### src/rtl/capture_framer.sv
// capture_framer: buffers 16-bit capture samples in a FIFO and frames them
// into byte packets (A5, seq, {drop_flag,len}, payload hi/lo...) for a USB
// streamer. Define CAPTURE_FRAMER_CSUM_EN to append an XOR checksum byte.
module capture_framer #(
    parameter int PKT_WORDS     = 8,
    parameter int FIFO_LOG_SIZE = 4,
    parameter int TIMEOUT       = 1024
) (
    input  logic        mclk,
    input  logic        reset,
    input  logic [15:0] in_data,
    input  logic        in_valid,
    input  logic        have_space,
    output logic [7:0]  out_data,
    output logic        out_wr,
    output logic        busy,
    output logic [7:0]  drop_count
);
    localparam int DEPTH = 1 << FIFO_LOG_SIZE;
    localparam int CW    = FIFO_LOG_SIZE + 1;
    localparam int TW    = $clog2(TIMEOUT + 1);
    localparam logic [CW-1:0] FULL_CNT    = CW'(DEPTH);
    localparam logic [TW-1:0] TIMEOUT_CNT = TW'(TIMEOUT);
    localparam logic [31:0]   PKT_MAX     = 32'(PKT_WORDS);

    typedef enum logic [2:0] {
        IDLE, SYNC, SEQ, LEN, HI, LO
`ifdef CAPTURE_FRAMER_CSUM_EN
        , CSUM
`endif
    } state_t;

    state_t state, next_state;

    logic [FIFO_LOG_SIZE-1:0] wr_ptr, rd_ptr;
    logic [CW-1:0]            fifo_count;
    logic [15:0]              mem [DEPTH];
    logic [15:0]              head;
    logic                     full, push, pop, drop;
    logic [31:0]              count_ext;

    logic [7:0]    seq;
    logic          drop_flag;
    logic [TW-1:0] idle_timer;
    logic [6:0]    len, words_left, len_next;
    logic          start, emit, pkt_done;
    logic [7:0]    emit_byte;
`ifdef CAPTURE_FRAMER_CSUM_EN
    logic [7:0]    csum;
`endif

    assign full      = (fifo_count == FULL_CNT);
    assign push      = in_valid && !full;
    assign drop      = in_valid && full;
    assign head      = mem[rd_ptr];
    assign count_ext = 32'(fifo_count);
    // A packet never asks for more words than the FIFO holds at start, and
    // nothing else pops, so the FIFO cannot underflow mid-packet.
    assign len_next  = (count_ext >= PKT_MAX) ? 7'(PKT_WORDS) : 7'(count_ext);
    assign busy      = (state != IDLE);

    // FIFO pointers and occupancy; contents are discarded by reset
    always_ff @(posedge mclk) begin
        if (!reset) begin
            wr_ptr     <= '0;
            rd_ptr     <= '0;
            fifo_count <= '0;
        end else begin
            if (push) wr_ptr <= wr_ptr + 1'b1;
            if (pop)  rd_ptr <= rd_ptr + 1'b1;
            case ({push, pop})
                2'b10:   fifo_count <= fifo_count + 1'b1;
                2'b01:   fifo_count <= fifo_count - 1'b1;
                default: ;
            endcase
        end
    end

    // FIFO storage (no reset needed, validity tracked by pointers)
    always_ff @(posedge mclk) begin
        if (push) mem[wr_ptr] <= in_data;
    end

    // State register
    always_ff @(posedge mclk) begin
        if (!reset) state <= IDLE;
        else        state <= next_state;
    end

    // Next state and byte selection; every byte state stalls on !have_space
    always_comb begin
        next_state = state;
        start      = 1'b0;
        emit       = 1'b0;
        emit_byte  = 8'h00;
        pop        = 1'b0;
        pkt_done   = 1'b0;
        case (state)
            IDLE: begin
                if (have_space && (count_ext >= PKT_MAX ||
                    (fifo_count != '0 && idle_timer == TIMEOUT_CNT))) begin
                    start      = 1'b1;
                    next_state = SYNC;
                end
            end
            SYNC: if (have_space) begin
                emit = 1'b1; emit_byte = 8'hA5; next_state = SEQ;
            end
            SEQ: if (have_space) begin
                emit = 1'b1; emit_byte = seq; next_state = LEN;
            end
            LEN: if (have_space) begin
                emit = 1'b1; emit_byte = {drop_flag, len}; next_state = HI;
            end
            HI: if (have_space) begin
                emit = 1'b1; emit_byte = head[15:8]; next_state = LO;
            end
            LO: if (have_space) begin
                emit      = 1'b1;
                emit_byte = head[7:0];
                pop       = 1'b1;
                if (words_left == 7'd1) begin
`ifdef CAPTURE_FRAMER_CSUM_EN
                    next_state = CSUM;
`else
                    next_state = IDLE;
                    pkt_done   = 1'b1;
`endif
                end else begin
                    next_state = HI;
                end
            end
`ifdef CAPTURE_FRAMER_CSUM_EN
            CSUM: if (have_space) begin
                emit = 1'b1; emit_byte = csum; next_state = IDLE; pkt_done = 1'b1;
            end
`endif
            default: next_state = IDLE;
        endcase
    end

    // Packet length, remaining-word count and sequence number
    always_ff @(posedge mclk) begin
        if (!reset) begin
            len        <= '0;
            words_left <= '0;
            seq        <= '0;
        end else begin
            if (start) begin
                len        <= len_next;
                words_left <= len_next;
            end else if (pop) begin
                words_left <= words_left - 1'b1;
            end
            if (pkt_done) seq <= seq + 1'b1;
        end
    end

    // Drop accounting; a drop in the LEN cycle keeps the flag for next packet
    always_ff @(posedge mclk) begin
        if (!reset) begin
            drop_flag  <= 1'b0;
            drop_count <= '0;
        end else if (drop) begin
            drop_flag <= 1'b1;
            if (drop_count != 8'hFF) drop_count <= drop_count + 1'b1;
        end else if (state == LEN && emit) begin
            drop_flag <= 1'b0;
        end
    end

    // Idle timer: flushes a short packet once data has waited TIMEOUT cycles
    always_ff @(posedge mclk) begin
        if (!reset || state != IDLE || fifo_count == '0 || start)
            idle_timer <= '0;
        else if (idle_timer != TIMEOUT_CNT)
            idle_timer <= idle_timer + 1'b1;
    end

    // Registered byte output; out_data holds the last byte between writes
    always_ff @(posedge mclk) begin
        if (!reset) begin
            out_wr   <= 1'b0;
            out_data <= 8'h00;
        end else begin
            out_wr <= emit;
            if (emit) out_data <= emit_byte;
        end
    end

`ifdef CAPTURE_FRAMER_CSUM_EN
    // Running XOR over every byte emitted in the current packet
    always_ff @(posedge mclk) begin
        if (!reset || start) csum <= 8'h00;
        else if (emit)       csum <= csum ^ emit_byte;
    end
`endif

endmodule

### config.mk
export PLATFORM = sky130hd
export DESIGN_NAME = capture_framer
export DESIGN_NICKNAME = d
export VERILOG_FILES = /design/src/rtl/capture_framer.sv
export SDC_FILE = /design/constraint.sdc
export NUM_CORES = 1
export LEC_CHECK = 0
export CAP_MARGIN = 20
export CORE_ASPECT_RATIO = 1.4
export CORE_UTILIZATION = 32
export CTS_BUF_LIST = sky130_fd_sc_hd__clkbuf_8
export DETAILED_ROUTE_END_ITERATION = 12
export HOLD_SLACK_MARGIN = 0.08
export PLACE_DENSITY = 0.59
export SLEW_MARGIN = 10
export SYNTH_ARGS = -nofsm -noshare
export SYNTH_HDL_FRONTEND = slang
export SYNTH_SLANG_ARGS = --single-unit
### constraint.sdc
create_clock -name mclk -period 6.84 [get_ports mclk]
set_clock_uncertainty 0.15 [all_clocks]
set_input_delay 0.684 -clock mclk [delete_from_list [all_inputs] [get_ports mclk]]
set_output_delay 0.684 -clock mclk [all_outputs]
set_load 0.005 [all_outputs]
After elaboration in Yosys (flattened, before gate mapping) --
Memories as Yosys holds them, arrays and structs flattened. A register that Yosys moved wholly into a read port is not among the register bits. Cells that the tools add are included.
Cells by class: reduce and logical (&&, ||, !) cells 21, $lt $le $gt $ge 1, add/sub/neg operators 8, mux-type cells 32, equality and inequality tests 18
Operators with widths (number):
- $mux 8 | 5
- $pmux 8 s5 | 1
- $mux 3 | 7
- $pmux 3 s6 | 1
- $add 8x1->8 const B | 2
- $mux 7 | 2
- $mux 1 | 12
- $ne 2x2->1 const B | 6
- $add 11x1->11 const B | 1
- $eq 11x11->1 const B | 1
- $ne 11x11->1 const B | 1
- $pmux 5 s2 | 1
- $add 4x1->4 const B | 2
- $mux 4 | 2
- $ne 8x8->1 const B | 1
- $eq 7x1->1 const B | 1
- $sub 7x1->7 const B | 1
- $eq 3x2->1 const B | 2
- $eq 3x3->1 const B | 2
- $reduce_and 6->1 | 1
- $reduce_bool 2->1 | 3
- $add 5x1->5 const B | 1
- $eq 5x5->1 const B | 1
- $ge 5x4->1 const B | 1
- other kinds (14) | 22
Word-level totals: RAM bits 256, flip-flop bits (word level) 67, input port bits 20, output and inout bits 18, word-level logic and storage cells 93, memories kept 1
Memory list:
- mem | depth 16, bits a word 16, rd ports 1, clocked after Yosys merged registers in 1, wr ports 1, RTL line 37 | logic [15:0] mem [DEPTH];

Logic depth before layout (Yosys ltp) --
depth after elaboration 7, mapped depth 12, gate-level depth less buffers 11

Worst setup path after synthesis --
No wires, ideal clock.
path type in2reg, start point in in_valid, end point mem mem[3][0] (enable), arrival time 2313 ps, library setup time 409 ps, required time 6281 ps, slack 3968 ps, path buffers 0, stages 3, cell sequence a21boi_2 -> nand2_1 -> nor3_1
On the way: cells in the longest elaborated chain, start to end 3
RTL lines:
- from (decl) | RTL line 12 | input logic in_valid,
- $logic_and 1x1->1 | RTL line 53 | assign push = in_valid && !full;
- $mux 1 | RTL line 81 | if (push) mem[wr_ptr] <= in_data;
- $mux 1 (not written as such) | RTL line 81
- to (decl) | RTL line 37
Every way passes these cells.

Worst setup path in the final report --
start point in have_space, end point reg fifo_count[4]
On the way: cells in the longest elaborated chain, start to end 4, elaborated cells between the ends (all ways) 6, classes of those cells 2 x eq/ne; 3 x mux; 1 x reduce/logical
RTL lines:
- from (decl) | RTL line 13 | input logic have_space,
- $mux 1 (*) | RTL line 118 | LO: if (have_space) begin
- $mux 1 (*) | RTL line 98 | case (state)
- $eq 2x1->1 / $eq 2x2->1 (equally long branches) | RTL line 71 | case ({push, pop})
- $pmux 5 s2 / $reduce_bool 2->1 (equally long branches)
- to (signal assigned) | RTL line 72 | 2'b10: fifo_count <= fifo_count + 1'b1;
- to (signal assigned) | RTL line 73 | 2'b01: fifo_count <= fifo_count - 1'b1;
- to (decl) | RTL line 36 | logic [CW-1:0] fifo_count;
Every way passes the cells marked *; elsewhere a longest branch is shown, timed or not. A chain may end at the register's enable or synchronous reset.

==> impl_results.md <==
- Outcome: finished, final reports clean
- Seq/Total Area, Yosys: 67.83%
- Root buf cell: clkbuf_8
- Synth Area per Inst: 15.11 um2
- HP Start: len[0]$_SDFFE_PN0P_
- Final period util: 49.54%
- Gpl congestion: 0.7921
- Post-DP HPWL: 19,540 um
- Slowest stage cell on the critical path: clkdlybuf4s50_1
- Worst slew pin tran: 1032 ps
- Wire per inst: 19.78 um
- Clock transition at path regs: 70 ps
- Via/cell ratio: 4.973
- WP data required: 7210 ps
- Nets: 978
- Flops & latches, synth: 325
- CTS tree: done
- RSZ-0062 raised after global routing: false
- Register area: 9077 um2
- Grt ovf: 0
- Max_slew headroom: 31.11%
- Synth top area share: 57.50%
- Comb pwr share: 2.6%
- Worst setup path class: primary input to flop
- Total GRT Usage: 14.50%
- Total CTS buffers: 49
- Final hold slack: 306.7 ps
- Number of distinct library cells after synthesis: 70
- Top FF cell, synth: edfxtp_1
- Setup Total Neg Slack: 0 ps
- Count of final hold-check violations: 0
- Drt initial violations: 671
- Mapped Nets: 920
- Vias post-DR: 7,564
- FF-to-FF Start: state[0]$_SDFFE_PN0P_
- First-pass GRT wire length: 47,020 um
- # H-tree levels: 2
- Initial Util: 32.47%
- Antenna violations before repair: 1
- Leakage: 4.868 nW
- Worst-Skew Late Latency: 600 ps
- Ordered list of cells on the worst path: clkdlybuf4s50_1 > and4b_1 > ha_1 > xor2_1 > ha_1 > a211o_1 > a21oi_1 > a221oi_1 > or3_1 > a21oi_1
- Crit-path max cell delay: 780 ps
- MaxCap Viol Count: 0
- Worst-case reg-to-reg path depth: 9
- Port bufs: 37
- Clock power share: 41.0%
- Sequential cell fraction of total power: 56.4%
- Final slew viol count: 0
- Post-CTS setup buffer count: 0
- Startpoint Class: primary input
- Vias in the first global route: 7,918
- Most common cell after layout, fill and taps aside: edfxtp_1
- Yosys warns: 0
- Fin crit period: 3389 ps
- Core Area: 41,180 um2
- Fraction of layout cells with a size suffix above 1: 16.43%
- Fillers: 3,918
- Drt drc: 0
- Die area: 42,610 um2
- Row Count: 88
- Num Clock Sinks: 325
- # IOs: 38
- Cell Pwr Density: 250.9 nW/um2
- Int Pwr: 0.003005 W
- Remaining antenna violation count: 0
- Buf/Inv on CP: 1
- Synth Instances: 885
- First drt pass iteration count: 7
- Highest-count cells in the layout ignoring fill and taps: edfxtp_1 (256), dfxtp_1 (66), nor2_1 (56), clkbuf_8 (52), nand2_1 (49)
- Hold buffer count at CTS: 0
- Leading area contributor after synthesis: edfxtp_1
- Worst-path fanout max: 16
- Max VDD drop: 0.1403 mV
- Die W: 174.8 um
- CP delay by family, top: simple AND/OR/NAND/NOR gates
- Multi-input gate area: 3988 um2
- Hold endpoint: len[0]$_SDFFE_PN0P_
- Ranking of synthesized cells by area: edfxtp_1 (57%), dfxtp_1 (10%), mux4_2 (7.7%)
- Asr flop ratio synth: 0%
- Setup violators final: 0
- Worst r2r dst: fifo_count[4]$_SDFFE_PN0P_
- Critical Path Sink Type: flop
- Cell area after synthesis: 13,370 um2
- CTS resizes: 0
- Critical path launch point: have_space
- EDFF count, synth: 256
- Drt total wl: 30,080 um
- Hold Crit Class: flop to flop
- Sw power: 0.0008267 W
- Critical Path AT: 3760 ps
- Die height: 243.9 um
- Fmax: 295.1 MHz
- Hold path depth: 2
- Longest Clk Path Bufs: 3
- Flop2flop setup slack: 3650 ps
- Sw Ratio: 21.58%
- Area Overhead vs Synth: 14.22%
- Pin count of the biggest net entering global routing: 49
[through the flow]
step	std cells	utilization, %	setup WS [ps]	area (um2)	power (W)
2_1_floorplan	885	-	3968	13370	0.002246
3_5_place_dp	1430	34.69	2873	14280	0.002306
4_1_cts	1518	37.01	3500	15240	0.003881
3_3_place_gp	1430	34.69	2928	14280	0.002303
6_report	1521	37.09	3451	15270	0.003831
5_1_grt	1521	37.09	3182	15270	0.003975
[synth_stat cells, types with 9 or more instances]
master,number
a22oi_1,9
nand2b_1,10
dfxtp_1,69
clkbuf_1,14
ha_1,15
inv_1,18
xor2_1,22
nor3_1,12
xnor2_1,11
and3_1,9
mux4_2,46
nor2_1,68
edfxtp_1,256
nand2_1,49
o21ai_0,23
a21oi_1,34
nor2b_1,13
or3_1,10
buf_2,16
mux2i_1,34
nand3_1,26
[cell type report]
class	instances	area share, %
sequential	325	59.44
multi-input combinational	495	26.11
clock buffer	52	4.686
tap	540	4.424
timing repair buffer	52	3.261
clock inverter	36	1.573
inverter	20	0.4916
antenna	1	0.01639
[registers in the layout, indices dropped and copies added, names as in the netlist, named ones only]
name and cells:
state 3, out_wr 1, drop_flag 1, wr_ptr 4
rd_ptr 4, fifo_count 5, seq 8, drop_count 8
words_left 7, len 5, out_data 8, mem 256
idle_timer 11
[metal layers]
layer  routed length, um  GRT usage (%)
met1               12070          17.12
met2               15840          25.99
met3                1224          2.325
met4                 947          5.882
met5                   0              0
[how the worst max path moves through the flow]
| stage | slack, ps | to | cells past startpoint |
|---|---|---|---|
| final | 3450 | fifo_count[4]$_SDFFE_PN0P_ | 10 |
| after global routing | 3180 | fifo_count[4]$_SDFFE_PN0P_ | 10 |
| after CTS | 3500 | fifo_count[4]$_SDFFE_PN0P_ | 10 |
| after detailed placement | 2870 | fifo_count[4]$_SDFFE_PN0P_ | 10 |
| after global placement | 2930 | fifo_count[4]$_SDFFE_PN0P_ | 10 |
| after floorplan | 3970 | mem[3][0]$_DFFE_PP_ | 3 |
[worst register-to-register path, stage by stage, from the launching register on]
cell and delay (ps):
dfxtp_1 690, and4b_1 620, ha_1 410, xor2_1 110
ha_1 230, a211o_1 280, a21oi_1 140, a221oi_1 60
or3_1 320, a21oi_1 140
[kinds of logic after synthesis]
| logic type | synth area share (%) |
|---|---|
| adders and majority gates | 1.404 |
| xor gates and xnor gates | 2.162 |
| AOI/OAI and AO/OA | 6.466 |
| buffers and inverters | 2.723 |
| and+or+nand+nor | 8.872 |
| DFF | 67.83 |
| muxes | 10.55 |
[power by group through the flow]
| stage | logic (W) | clock network [W] | registers [W] |
|---|---|---|---|
| CTS | 0.000103 | 0.00162 | 0.00216 |
| detailed placement | 0.000103 | 0 | 0.00220 |
| global placement | 0.000101 | 0 | 0.00220 |
| global route | 0.000110 | 0.00170 | 0.00216 |
| floorplan | 0.0000468 | 0 | 0.00220 |
| finish | 0.000101 | 0.00157 | 0.00216 |
(Power assumes the default switching activity.)
